[src/rtl/scaler_linebuf_ctrl.sv]
// Ping-pong line-buffer scheduler between the scaler line writer and the vout reader.
// Tracks PING/PONG occupancy, hands out bank selects and counts lines to end each frame.
module scaler_linebuf_ctrl #(
   parameter int IMG_V_MAX      = 1080,
   parameter int IMG_V_BITWIDTH = $clog2(IMG_V_MAX),
   parameter int PIXEL_NUM      = 1
) (
   input  logic                      core_clk,
   input  logic                      core_rst,
   input  logic                      core_start,
   input  logic [IMG_V_BITWIDTH-1:0] core_arg_img_des_v,
   output logic                      wr_allow,
   output logic                      wr_bank,
   input  logic                      wdone,
   output logic [PIXEL_NUM-1:0]      rempty,
   output logic                      rd_bank,
   input  logic                      rdone,
   output logic                      core_busy,
   output logic                      core_done,
   output logic                      err_ovf,
   output logic                      err_udf
);

   // One extra counter bit so saturation at des_v+1 can never wrap.
   localparam int CNT_W = IMG_V_BITWIDTH + 1;

   typedef enum logic [1:0] {ST_IDLE, ST_RUN, ST_DONE} state_t;

   state_t                    state, state_next;
   logic [1:0]                occ, occ_next;
   logic [CNT_W-1:0]          wr_cnt, wr_cnt_next;
   logic [CNT_W-1:0]          rd_cnt, rd_cnt_next;
   logic [IMG_V_BITWIDTH-1:0] des_v_latched, des_v_next;
   logic                      wr_bank_next, rd_bank_next;
   logic                      err_ovf_next, err_udf_next;
   logic                      wd_ok, rd_ok;
   logic [CNT_W-1:0]          des_ext, cnt_max;

   assign des_ext = {1'b0, des_v_latched};
   assign cnt_max = des_ext + CNT_W'(1);

   // A write into a full pair is still legal when a read frees a bank in the same cycle.
   assign rd_ok = rdone && (occ != 2'd0);
   assign wd_ok = wdone && ((occ != 2'd2) || rdone);

   always_comb begin
      state_next   = state;
      occ_next     = occ;
      wr_cnt_next  = wr_cnt;
      rd_cnt_next  = rd_cnt;
      des_v_next   = des_v_latched;
      wr_bank_next = wr_bank;
      rd_bank_next = rd_bank;
      err_ovf_next = err_ovf;
      err_udf_next = err_udf;
      case (state)
         ST_IDLE: begin
            if (core_start) begin
               des_v_next   = core_arg_img_des_v;
               occ_next     = 2'd0;
               wr_cnt_next  = '0;
               rd_cnt_next  = '0;
               wr_bank_next = 1'b0;
               rd_bank_next = 1'b0;
               err_ovf_next = 1'b0;
               err_udf_next = 1'b0;
               state_next   = ST_RUN;
            end
         end
         ST_RUN: begin
            if (wd_ok) begin
               wr_bank_next = ~wr_bank;
               if (wr_cnt != cnt_max) wr_cnt_next = wr_cnt + CNT_W'(1);
            end
            if (rd_ok) begin
               rd_bank_next = ~rd_bank;
               if (rd_cnt != cnt_max) rd_cnt_next = rd_cnt + CNT_W'(1);
               if (rd_cnt == des_ext) state_next = ST_DONE;
            end
            if (wd_ok && !rd_ok)      occ_next = occ + 2'd1;
            else if (rd_ok && !wd_ok) occ_next = occ - 2'd1;
            if (wdone && !wd_ok) err_ovf_next = 1'b1;
            if (rdone && !rd_ok) err_udf_next = 1'b1;
         end
         ST_DONE: state_next = ST_IDLE;
         default: state_next = ST_IDLE;
      endcase
   end

   always_ff @(posedge core_clk) begin
      if (core_rst) begin
         state         <= ST_IDLE;
         occ           <= 2'd0;
         wr_cnt        <= '0;
         rd_cnt        <= '0;
         des_v_latched <= '0;
         wr_bank       <= 1'b0;
         rd_bank       <= 1'b0;
         err_ovf       <= 1'b0;
         err_udf       <= 1'b0;
      end else begin
         state         <= state_next;
         occ           <= occ_next;
         wr_cnt        <= wr_cnt_next;
         rd_cnt        <= rd_cnt_next;
         des_v_latched <= des_v_next;
         wr_bank       <= wr_bank_next;
         rd_bank       <= rd_bank_next;
         err_ovf       <= err_ovf_next;
         err_udf       <= err_udf_next;
      end
   end

   // Status is decoded straight from registers, so it moves the cycle after each event.
   always_comb begin
      rempty    = '0;
      rempty[0] = (occ != 2'd0);
   end

   assign wr_allow  = (state == ST_RUN) && (occ != 2'd2) && (wr_cnt <= des_ext);
   assign core_busy = (state == ST_RUN);
   assign core_done = (state == ST_DONE);

endmodule
[config.mk]
export PLATFORM = sky130hd
export DESIGN_NAME = scaler_linebuf_ctrl
export DESIGN_NICKNAME = d
export VERILOG_FILES = /design/src/rtl/scaler_linebuf_ctrl.sv
export SDC_FILE = /design/constraint.sdc
export NUM_CORES = 1
export LEC_CHECK = 0
export CAP_MARGIN = 20
export CORE_ASPECT_RATIO = 0.5
export CORE_MARGIN = 10
export CORE_UTILIZATION = 59
export DETAILED_ROUTE_END_ITERATION = 16
export GPL_TIMING_DRIVEN = 0
export PLACE_DENSITY = 0.81
export SYNTH_ARGS = -nofsm -noshare
export SYNTH_HDL_FRONTEND = slang
export SYNTH_SLANG_ARGS = --single-unit
export TNS_END_PERCENT = 50
[constraint.sdc]
create_clock -name core_clk -period 3.55 [get_ports core_clk]
set_input_delay 0.355 -clock core_clk [delete_from_list [all_inputs] [get_ports core_clk]]
set_output_delay 0.355 -clock core_clk [all_outputs]
set_load 0.03 [all_outputs]
==> Yosys cells after proc, flatten, opt, wreduce, memory -nomap -nowiden <==
Index checks and enable logic that the tools add are counted.
{ "word_totals": {"ff_bits": 43, "in_bits": 16, "output_inout_bits": 8, "wordCells": 79} }
{ "op_classes": {"magnitude_cmp": 1, "n_bitwise": 2, "n_reduce_logical": 23, "n_addsub": 5, "eq_ne": 15, "mux": 24} }
{ "op_table": {"columns": ["operator", "count"], "rows": [
  ["12-bit 2-to-1 mux", 5],
  ["12-bit one-hot mux with 2 select lines", 2],
  ["12-bit by 1-bit adder with 12-bit output, second input constant", 2],
  ["12-bit != test", 2],
  ["3-bit AND reduction", 6],
  ["2-bit by 1-bit != test with 1-bit output, second input constant", 7],
  ["11-bit by 1-bit adder with 12-bit output, second input constant", 1],
  ["12-bit by 11-bit == test with 1-bit output", 1],
  ["12-bit by 11-bit <= comparator with 1-bit output", 1],
  ["2-bit 2-to-1 mux", 6],
  ["1-bit logical AND", 8],
  ["1-bit one-hot mux with 2 select lines", 4],
  ["2-bit one-hot mux with 2 select lines", 2],
  ["4-bit AND reduction", 2],
  ["1-bit 2-to-1 mux", 5],
  ["2-bit != test, second input constant", 2],
  ["2-bit nonzero test", 2],
  ["3-bit by 1-bit != test with 1-bit output, second input constant", 1],
  ["2-bit by 1-bit adder with 2-bit output, second input constant", 1],
  ["2-bit by 1-bit == test with 1-bit output, second input constant", 1],
  ["2-bit == test, second input constant", 1],
  ["1-bit zero test", 2],
  ["2-bit zero test", 1],
  ["1-bit inverter", 2],
  ["3 further kinds", 3]
]} }

==> Longest topological paths before layout <==
Gate-level depths: netlist of run 1.
{ "logic_depth": {"depth_word": 8, "depth_mapped": 10} }

==> Least setup slack after synthesis of run 1 <==
OpenSTA, ideal clock, no wires.
{ "synth_path": {"path_type": "flip-flop to flip-flop", "from": "register des_v_latched[0]", "to": "register wr_cnt[6]", "path_buffers": 1, "t_required_ps": 3430, "synth_period_minus_slack_ps": 2824, "setup_time_ps": 120, "stages_incl_launch_ff": 10, "slack_ps": 726, "arrival_time_ps": 2704, "cell_sequence": "dfxtp_1 -> ha_1 -> nand3_1 -> xnor2_1 -> or4_1 -> or4_4 -> a211oi_4 -> buf_6 -> nor2_1 -> a211o_1"} }
{ "synth_via": {"elab_chain_cells": 4} }
{ "synth_rtl": {"columns": ["item", "line", "rtl"], "rows": [
  ["start: declaration", "33", "logic [IMG_V_BITWIDTH-1:0] des_v_latched, des_v_next;"],
  ["start signal: assignment", "106", "des_v_latched <= des_v_next;"],
  ["11-bit by 1-bit adder with 12-bit output", "40", "assign cnt_max = des_ext + CNT_W'(1);"],
  ["12-bit != test", "73", "if (wr_cnt != cnt_max) wr_cnt_next = wr_cnt + CNT_W'(1);"],
  ["2-bit by 1-bit != test with 1-bit output (no source line)", null, null],
  ["4-bit AND reduction (no source line)", null, null],
  ["end signal: assignment", "104", "wr_cnt <= wr_cnt_next;"],
  ["end: declaration", "31", "logic [CNT_W-1:0] wr_cnt, wr_cnt_next;"]
]} }
No other way between the ends.
A chain may end at the register's enable or synchronous reset.

==> Worst setup path in the final report of run 1 <==
{ "layout_path": {"from": "register des_v_latched[1]", "to": "output port wr_allow"} }
{ "layout_via": {"elab_chain_cells": 2} }
{ "layout_rtl": {"columns": ["item", "line", "rtl"], "rows": [
  ["12-bit by 11-bit <= comparator with 1-bit output", "120", "assign wr_allow = (state == ST_RUN) && (occ != 2'd2) && (wr_cnt <= des_ext);"],
  ["1-bit logical AND", "120", null],
  ["end: declaration", "12", "output logic wr_allow,"]
]} }
No other way between the ends.

==> results by group, run 1 <==
Run status
  – Status: complete, no violations

Pwr
  – Switching pwr: 354.9 uW
  – Switching part of the total power: 28.80%
  – Leak: 0.001286 uW
  – Sequential share of power: 41.5%
  – Internal Power: 877.2 uW
  – Power density over the cells: 351.8 nW/um2
  – Combinational share of power: 20.3%
  – Clock power share: 38.2%
  – VDD IR max: 262.7 uV

Worst setup path
  – Worst reg2reg path depth: 9
  – Worst Path Max Fanout: 6
  – R2R Setup Slk: 260 ps
  – Arrival time at the worst endpoint: 2940 ps
  – Crit end category: output port
  – Reg2reg end: wr_cnt[2]
  – Crit path launch type: flop
  – Worst flop-to-flop path startpoint: des_v_latched[0]
  – Crit Path Category: reg2out
  – CP Data Required Time: 3190 ps

CTS
  – Root buffer selected by CTS: clkbuf_8
  – # clock sinks: 43
  – Hold_buf cts: 0
  – Htree depth: 2
  – CTS Buf Count: 5
  – CTS max path bufs: 2
  – CTS tree: done
  – Clock latency on the worst-skew pair: 320 ps
  – Clk pin slew, worst setup/hold paths: 80 ps

Timing
  – Clock Skews: 4.966 ps
  – Final period utilization: 92.87%
  – RSZ-0062 raised after global routing: false
  – Fin. Hold Viols: 0
  – Hold slack: 482.0 ps
  – Fin crit period: 3297 ps
  – # setup viols final: 0
  – Worst slew pin tran: 819.0 ps
  – Achievable Freq: 0.3033 GHz
  – Rel. slew slack: 45.16%
  – PnR worst setup slack: 253.2 ps
  – Final slew viol count: 0

Synth
  – Mapped Area: 3043 um2
  – Yosys reg bits: 43
  – Post-synthesis async set-or-reset flop share: 0%
  – Top cell type's share of synthesized area: 28.29%
  – Main combinational cell family by area after synthesis: simple AND/OR/NAND/NOR gates
  – Simple-Gate Fraction of Synth Area: 30.43%
  – Synth Area in Compound Gates: 21.83%
  – Dominant cell type by area after synthesis: dfxtp_1
  – Top cells by area, synth: dfxtp_1 28%, a21oi_1 5.9%, nand2_1 5.8%
  – Synth Flop Type: dfxtp_1
  – Sequential area share after synthesis: 28.29%
  – Synth cell types: 52
  – Syn Area/Cell: 7.569 um2
  – Fraction of synthesized area in multiplexers: 0.6990%
  – EDFF count, synth: 0
  – Cells after Synth: 402
  – Adder-cell area share of the yosys netlist: 5.757%
  – Post-Synth XOR/XNOR Area: 7.196%
  – Mapped Nets: 432
  – Synthesis Warnings: 0

Detailed routing
  – WL/cell: 17.15 um
  – 1st-pass router iterations: 4
  – Drt via density: 6.281
  – DRC: 0
  – Routed vias: 3153
  – Final ANT Viol Nets: 0
  – Iter 0 DRT Violations: 350
  – Final WL: 8608 um

Min path
  – Hold Path Depth: 2
  – Hold EP: wr_bank
  – Hold path startpoint: wr_bank
  – Hold WC Path Type: reg2reg

GRT
  – Global-route wire length before repair: 14260 um
  – Initial antenna violation count: 0
  – Number of global-route vias before repair: 2957
  – Total track usage: 19.96%
  – Largest net degree at the start of global routing: 14
  – Remaining global-route overflow: 0

Placement
  – DP Wirelength: 6434 um
  – Buffers on Ports: 22
  – GP Congestion: 0.9222
  – Place WS: -305.2 ps
  – Cell Area, Placed: 3351 um2

Layout
  – Area of the multi-input gates: 2024 um2
  – Fin area: 3502 um2
  – ANT cells: 0
  – Fillers: 417
  – Synth-to-Final Area Change: 15.09%
  – Final net count: 461
  – Register area: 860.8 um2
  – Post-layout util: 70.68%
  – Layout cells sized above 1: 6.713%

Floorplan
  – Die area: 8604 um2
  – CORE AREA: 4955 um2
  – Top Ports: 24
  – Std cell rows: 18
  – Chip width: 121.6 um
  – Initial core utilization: 61.41%
  – Chip Height: 70.78 um

Flow run
  – Max-Cap Viols: 0
layout by cell type (no fill, tap or decap), types with 3 or more instances in the layout:
cell | Yosys | final
nor2b_1 | 4 | 4
or2_2 | 3 | 3
o31ai_1 | 3 | 3
nand3_1 | 13 | 13
nand2_1 | 47 | 47
and3_1 | 12 | 12
o21bai_1 | 3 | 3
buf_2 | 3 | 3
a21o_1 | 3 | 3
or4_1 | 12 | 12
xnor2_1 | 13 | 13
xor2_1 | 12 | 12
nand2b_1 | 5 | 5
o21a_1 | 9 | 9
nor4_1 | 6 | 6
and4_1 | 5 | 5
or4b_2 | 7 | 7
inv_1 | 19 | 19
clkbuf_8 | 0 | 5
a21oi_1 | 36 | 36
or3_1 | 6 | 6
a31oi_1 | 8 | 8
o22a_1 | 3 | 3
nor2_1 | 23 | 23
nand4_1 | 7 | 7
dfxtp_1 | 43 | 43
clkdlybuf4s50_1 | 0 | 21
ha_1 | 14 | 14
and2_1 | 3 | 3
o211ai_1 | 3 | 3
nor3_1 | 9 | 9
o21ai_0 | 23 | 23
clkbuf_1 | 20 | 20
power by group through the flow:
stage / Clock [uW] / Sequential (uW) / Combinational, uW
2_1_floorplan: 0 / 521 / 159
3_3_place_gp: 0 / 522 / 228
3_5_place_dp: 0 / 523 / 236
4_1_cts: 466 / 511 / 246
5_1_grt: 486 / 514 / 274
6_report: 471 / 512 / 250
cell type report:
class                   count  area share, %
inverters                  20          2.144
plain buffers              24          2.930
flip-flops and latches     43          24.58
multi-input cells         315          57.81
repair buffers             22          6.252
clock buffers               6          2.072
well taps                  70          2.501
clock inverters             2          1.715
cells by family (layout without fill, tap and decap cells):
logic type                 count (synthesis)  in the layout
DFF                                       43             43
and+or+nand+nor                          169            169
muxes                                      2              2
buffers and inverters                     44             74
AOI/OAI and AO/OA                        105            105
adders and majority gates                 14             14
xor gates and xnor gates                  25             25
worst max-delay path by stage:
stage,startpoint,endpoint,slack [ps]
3_3_place_gp,des_v_latched[3],wr_allow,-260
5_1_grt,des_v_latched[1],wr_allow,130
6_report,des_v_latched[1],wr_allow,250
2_1_floorplan,des_v_latched[0],wr_cnt[6],730
4_1_cts,des_v_latched[1],wr_allow,240
3_5_place_dp,des_v_latched[3],wr_allow,-310
sequential cells by signal, indices dropped and copies added, names as in the netlist:
name           count
rd_cnt            12
des_v_latched     11
state              2
err_udf            1
wr_bank            1
wr_cnt            12
occ                2
err_ovf            1
rd_bank            1
metrics by stage:
step	std cells	setup TNS, ps	total power, uW
6_report	502	0	1232
5_1_grt	502	0	1273
4_1_cts	502	0	1223
3_5_place_dp	494	-305.2	758.7
3_3_place_gp	494	-256.4	750.3
2_1_floorplan	402	0	679.8
layer usage:
metal  up-vias  global-route usage [%]  wire length, um
met2       114                   31.94             3893
li1       1516                       -                -
met4         0                   5.388               96
met1      1512                   25.30             3972
met3        11                   6.413              646
met5         -                       0                0
Yosys cell counts (4+ instances only):
cell       n
o21ai_0   23
a21oi_1   36
inv_1     19
or3_1      6
clkbuf_1  20
nand2_1   47
nor2b_1    4
xor2_1    12
nor2_1    23
nand2b_1   5
ha_1      14
nor4_1     6
nand4_1    7
dfxtp_1   43
and3_1    12
a31oi_1    8
o21a_1     9
and4_1     5
or4_1     12
nor3_1     9
nand3_1   13
xnor2_1   13
or4b_2     7
what timing repair did:
item                       4_1_cts  5_1_grt
gates resized for setup          5        0
buffers inserted                 0        0
setup endpoints to repair        1        0
hold endpoints to repair         0        0
worst max-delay path, stage by stage, from the launching register on:
cell and delay, ps:
dfxtp_1 450, inv_1 80, ha_1 300, nor2b_1 140
o21a_1 160, o21a_1 150, o21ai_0 150, a21oi_1 130
a2111oi_4 440, o211a_1 220, dlygate4sd2_1 410
Power figures use the tool's default switching activity.
==> inputs of run 2 (changes only) <==
--- a/config.mk
+++ b/config.mk
@@ -12,6 +12,7 @@
 export DETAILED_ROUTE_END_ITERATION = 16
 export GPL_TIMING_DRIVEN = 0
 export PLACE_DENSITY = 0.81
+export REMOVE_ABC_BUFFERS = 1
 export SYNTH_ARGS = -nofsm -noshare
 export SYNTH_HDL_FRONTEND = slang
 export SYNTH_SLANG_ARGS = --single-unit
==> results by group, run 2 (synthesis gave the netlist of run 1 again) <==
Run status
  – Status: complete, no violations

Detailed routing
  – Drt via density: 6.307
  – Final WL: 8101 um
  – Iter 0 DRT Violations: 326
  – WL/cell: 16.70 um
  – Routed vias: 3059
  – 1st-pass router iterations: 5
  – DRC: 0
  – Final ANT Viol Nets: 0

Layout
  – Synth-to-Final Area Change: 11.84%
  – Post-layout util: 68.69%
  – Final Non-Filler Cells: 485
  – Final net count: 444
  – ANT cells: 0
  – Commonest non-fill, non-tap cell in the layout: nand2_1
  – Biggest registers after layout: rd_cnt x12, wr_cnt x12, des_v_latched x11
  – Layout cells sized above 1: 7.711%
  – Most frequent cells in the layout: 47 x nand2_1, 42 x dfxtp_1, 36 x a21oi_1
  – Fillers: 440

Timing
  – Rel. slew slack: 31.15%
  – Fin crit period: 3296 ps
  – RSZ-0062 raised after global routing: false
  – Final slew viol count: 0
  – # setup viols final: 0
  – Final period utilization: 92.84%
  – Clock Skews: 10.08 ps
  – Achievable Freq: 0.3034 GHz
  – Fin. Hold Viols: 0
  – Worst slew pin tran: 1033 ps
  – PnR worst setup slack: 254.2 ps

GRT
  – Remaining global-route overflow: 0
  – Total track usage: 18.89%
  – Number of global-route vias before repair: 2870
  – Initial antenna violation count: 0
  – Largest net degree at the start of global routing: 46
  – Global-route wire length before repair: 13750 um

Floorplan
  – Chip Height: 70.78 um
  – Initial core utilization: 61.41%
  – CORE AREA: 4955 um2
  – Std cell rows: 18
  – Die area: 8604 um2
  – Chip width: 121.6 um
  – Top Ports: 24

Worst setup path
  – Worst Path Max Fanout: 6
  – Crit path launch type: flop
  – Crit Path Category: reg2out
  – Arrival time at the worst endpoint: 2940 ps
  – Max stage delay on crit path: 440 ps
  – Crit-path cells: inv_1 -> ha_1 -> nor2b_1 -> o21a_1 -> o21a_1 -> o21ai_0 -> a21oi_1 -> a2111oi_2 -> o211a_1 -> dlygate4sd2_1
  – CP max stage cell: a2111oi_2
  – Crit end category: output port
  – CP Data Required Time: 3190 ps
  – CP most frequent cell: o21a_1

CTS
  – Root buffer selected by CTS: clkbuf_8
  – CTS Buf Count: 5
  – Htree depth: 2
  – CTS tree: done
  – CTS max path bufs: 2
  – # clock sinks: 43
  – Clk pin slew, worst setup/hold paths: 80 ps
  – Clock latency on the worst-skew pair: 300 ps

Placement
  – Buffers on Ports: 23
  – Place WS: -15.48 ps
  – GP Congestion: 0.8855
  – Post-Place Cells: 471
  – DP Wirelength: 5736 um

Pwr
  – Power density over the cells: 312.6 nW/um2
  – Tot Pwr: 1064 uW
  – Leak: 0.001248 uW
  – VDD IR max: 190.5 uV

Min path
  – Hold WC Path Type: reg2reg

Flow run
  – Max-Cap Viols: 0
[run 2: cell count changes in the layout (fill, tap and decap cells not counted), moves of 2 or more]
cell       previous run  this run
bufinv_16             2         0
clkbuf_1             20         1
buf_4                 0         5
buf_2                 3         1
[run 2: cell type report]
type,count,area (um2),area share [%]
Clock buffer,6,72.57,2.132
Inverter,20,75.07,2.206
Sequential cell,43,862.1,25.33
Multi-Input combinational cell,315,2012,59.12
Tap cell,70,87.58,2.574
Timing Repair Buffer,29,281.5,8.272
Clock inverter,2,12.51,0.3676
[run 2: layer usage]
metal  global-route usage (%)  up-vias  wire (um)
li1                         -     1480          -
met1                    25.68     1469       3887
met2                    29.73      101       3630
met3                    4.592        9        530
met4                    3.679        0         53
met5                        0        -          0
[run 2: repair_timing]
item / CTS / global route
hold endpoints to repair: 0 / 0
resized for setup: 4 / 0
pin swaps: 0 / 1
hold buffers: 0 / 0
buffers inserted: 0 / 4
setup endpoints to repair: 1 / 11
[run 2: path summary, 6_finish.rpt]
kind / from / to / slack (ps) / cells past startpoint
worst max-delay path: des_v_latched[1] / wr_allow / 250 / 10
worst min-delay path: wr_bank / wr_bank / 470 / 2
worst max register to register: des_v_latched[0] / wr_cnt[2] / 450 / 10
worst min register to register: wr_bank / wr_bank / 470 / 2
[run 2: power breakdown]
part           internal, uW  leakage (uW)  switching, uW  total [uW]
Combinational          95.8      0.000857            130         225
Clock                   138     0.0000412            176         314
Sequential              497      0.000349           27.5         524
[run 2: critical path, delay by kind of cell, from the launching register on]
kind	cells	cell delay, ps
fa+ha+maj	1	300
simple gates	1	140
flops	1	430
buf+inv	2	480
compound gates	6	1300
[run 2: stage by stage]
| stage | cell area (um2) | hold WS (ps) | TNS [ps] |
|---|---|---|---|
| 2_1_floorplan | 2942 | 424.1 | 0 |
| 3_3_place_gp | 3259 | 458.8 | -55.46 |
| 3_5_place_dp | 3254 | 467.6 | -15.48 |
| 4_1_cts | 3346 | 478.9 | 0 |
| 5_1_grt | 3403 | 512.6 | 0 |
| 6_report | 3403 | 474.8 | 0 |
==> inputs of run 3 (changes only) <==
--- a/config.mk
+++ b/config.mk
@@ -10,7 +10,6 @@
 export CORE_MARGIN = 10
 export CORE_UTILIZATION = 59
 export DETAILED_ROUTE_END_ITERATION = 16
-export GPL_TIMING_DRIVEN = 0
 export PLACE_DENSITY = 0.81
 export REMOVE_ABC_BUFFERS = 1
 export SYNTH_ARGS = -nofsm -noshare
==> constraint.sdc (replaced) <==
create_clock -name core_clk -period 3.55 [get_ports core_clk]
set_input_delay 0.355 -clock core_clk [delete_from_list [all_inputs] [get_ports core_clk]]
set_output_delay 0.355 -clock core_clk [all_outputs]
set_load 0.05 [all_outputs]
==> results by group, run 3 (synthesis gave the netlist of run 1 again) <==
Timing
  – PnR worst setup slack: 434.2 ps
  – Setup TNS Final: 0 ps
  – Fin crit period: 3116 ps
  – Clock Skews: 9.912 ps
  – Achievable Freq: 0.3209 GHz
  – Final slew viol count: 0
  – Final period utilization: 87.77%
  – Worst slew pin tran: 663.7 ps
  – # setup viols final: 0
  – Fin. Hold Viols: 0
  – Rel. slew slack: 55.61%
  – RSZ-0062 raised after global routing: false

Worst setup path
  – Setup crit start: des_v_latched[0]
  – Worst reg2reg path depth: 8
  – Crit Path Category: reg2reg
  – R2R Setup Slk: 430 ps
  – Worst flop-to-flop path startpoint: des_v_latched[0]
  – Reg2reg end: wr_cnt[4]
  – Arrival time at the worst endpoint: 3340 ps
  – CP endpoint: wr_cnt[4]
  – Crit end category: flop
  – Worst Path Max Fanout: 14
  – CP Data Required Time: 3780 ps
  – Crit path launch type: flop

Pwr
  – Leak: 0.001275 uW
  – Clock power share: 34.0%
  – Switching pwr: 343.2 uW
  – Switching part of the total power: 29.96%
  – Internal Power: 802.4 uW
  – Sequential share of power: 45.5%
  – Power density over the cells: 332.6 nW/um2
  – Combinational share of power: 20.5%
  – VDD IR max: 288.4 uV

Min path
  – Hold WC Path Type: reg2reg
  – Hold Path Depth: 2

Layout
  – Commonest non-fill, non-tap cell in the layout: nand2_1
  – Final net count: 448
  – Area of the multi-input gates: 2006 um2
  – Post-layout util: 69.52%
  – Synth-to-Final Area Change: 13.20%
  – Layout cells sized above 1: 8.353%
  – Register area: 860.8 um2
  – Most frequent cells in the layout: 47 x nand2_1, 43 x dfxtp_1, 36 x a21oi_1
  – Fillers: 401
  – ANT cells: 0
  – Biggest registers after layout: rd_cnt x12, wr_cnt x12, des_v_latched x11

Detailed routing
  – DRC: 0
  – Iter 0 DRT Violations: 302
  – 1st-pass router iterations: 5
  – Final WL: 8320 um
  – Drt via density: 6.270
  – Final ANT Viol Nets: 0
  – Routed vias: 3066
  – WL/cell: 17.01 um

Flow run
  – Max-Cap Viols: 0

Floorplan
  – Chip width: 121.6 um
  – Die area: 8604 um2
  – Initial core utilization: 61.41%
  – Std cell rows: 18
  – Chip Height: 70.78 um
  – Top Ports: 24
  – CORE AREA: 4955 um2

CTS
  – Setup bufs post-CTS: 0
  – # clock sinks: 43
  – CTS tree: done
  – Htree depth: 2
  – CTS max path bufs: 2
  – Clock latency on the worst-skew pair: 310 ps
  – Post-cts resize count: 0
  – CTS Buf Count: 5
  – Clk pin slew, worst setup/hold paths: 80 ps
  – Root buffer selected by CTS: clkbuf_8
  – Hold_buf cts: 0

GRT
  – Largest net degree at the start of global routing: 25
  – Initial antenna violation count: 0
  – Global-route wire length before repair: 13700 um
  – Remaining global-route overflow: 0
  – Total track usage: 19.10%
  – Number of global-route vias before repair: 2834

Placement
  – Buffers on Ports: 23
  – Place WS: 430.7 ps
  – GP Congestion: 0.9334
  – DP Wirelength: 6201 um

Run status
  – Status: complete, no violations
## run 3: cell types whose count changed in the layout (fill, tap and decap cells not counted)
cell / delta
bufinv_16: +1
buf_12: -1
dfxtp_1: +1
clkinv_4: +1
buf_2: -1
clkdlybuf4s50_1: +1
buf_4: +6
a2111oi_0: +1
clkbuf_1: -1
a2111oi_2: -1
dlygate4sd2_1: -1
clkinvlp_4: -1
dfxtp_2: -1
## run 3: layout make-up
type                       instances  area share (%)
clock buffer                       5           1.998
clock inverter                     3           1.271
inverter                          20           2.179
multi-input combinational        315           58.23
sequential                        43           24.99
tap                               70           2.543
timing repair buffer              33           8.790
## run 3: how the worst min path moves through the flow
| stage | slack (ps) | from | to |
|---|---|---|---|
| 3_3_place_gp | 460 | wr_bank | wr_bank |
| 4_1_cts | 490 | wr_bank | wr_bank |
| 5_1_grt | 520 | wr_bank | wr_bank |
| 3_5_place_dp | 480 | rd_bank | rd_bank |
| 2_1_floorplan | 420 | core_rst | des_v_latched[0] |
| 6_report | 490 | wr_bank | wr_bank |
## run 3: power groups by stage
stage,Combinational [uW],Clock [uW],Sequential (uW)
after floorplan,141,0,531
after global routing,258,414,524
final,234,389,522
after global placement,222,0,531
after CTS,231,392,521
after detailed placement,229,0,532
## run 3: through the flow
stage	hold WS, ps	cells	total power, uW	area [um2]
2_1_floorplan	424.1	378	672.1	2942
3_3_place_gp	461.0	480	752.5	3324
3_5_place_dp	475.1	480	760.9	3324
4_1_cts	494.8	488	1144	3437
5_1_grt	521.6	489	1195	3445
6_report	490.7	489	1146	3445
## run 3: per-layer routing
layer | global-route usage [%] | vias to the layer above | routed length [um]
li1 | - | 1490 | -
met1 | 25.19 | 1442 | 3809
met2 | 30.15 | 115 | 3782
met3 | 4.909 | 19 | 625
met4 | 5.256 | 0 | 103
met5 | 0 | - | 0
## run 3: worst max-delay path, stage by stage, from the launching register on
cell	delay [ps]
dfxtp_1	440
ha_1	280
nand3_1	140
xnor2_1	160
or4_1	500
or4_4	510
a211oi_4	540
o21ai_1	270
o211ai_1	210
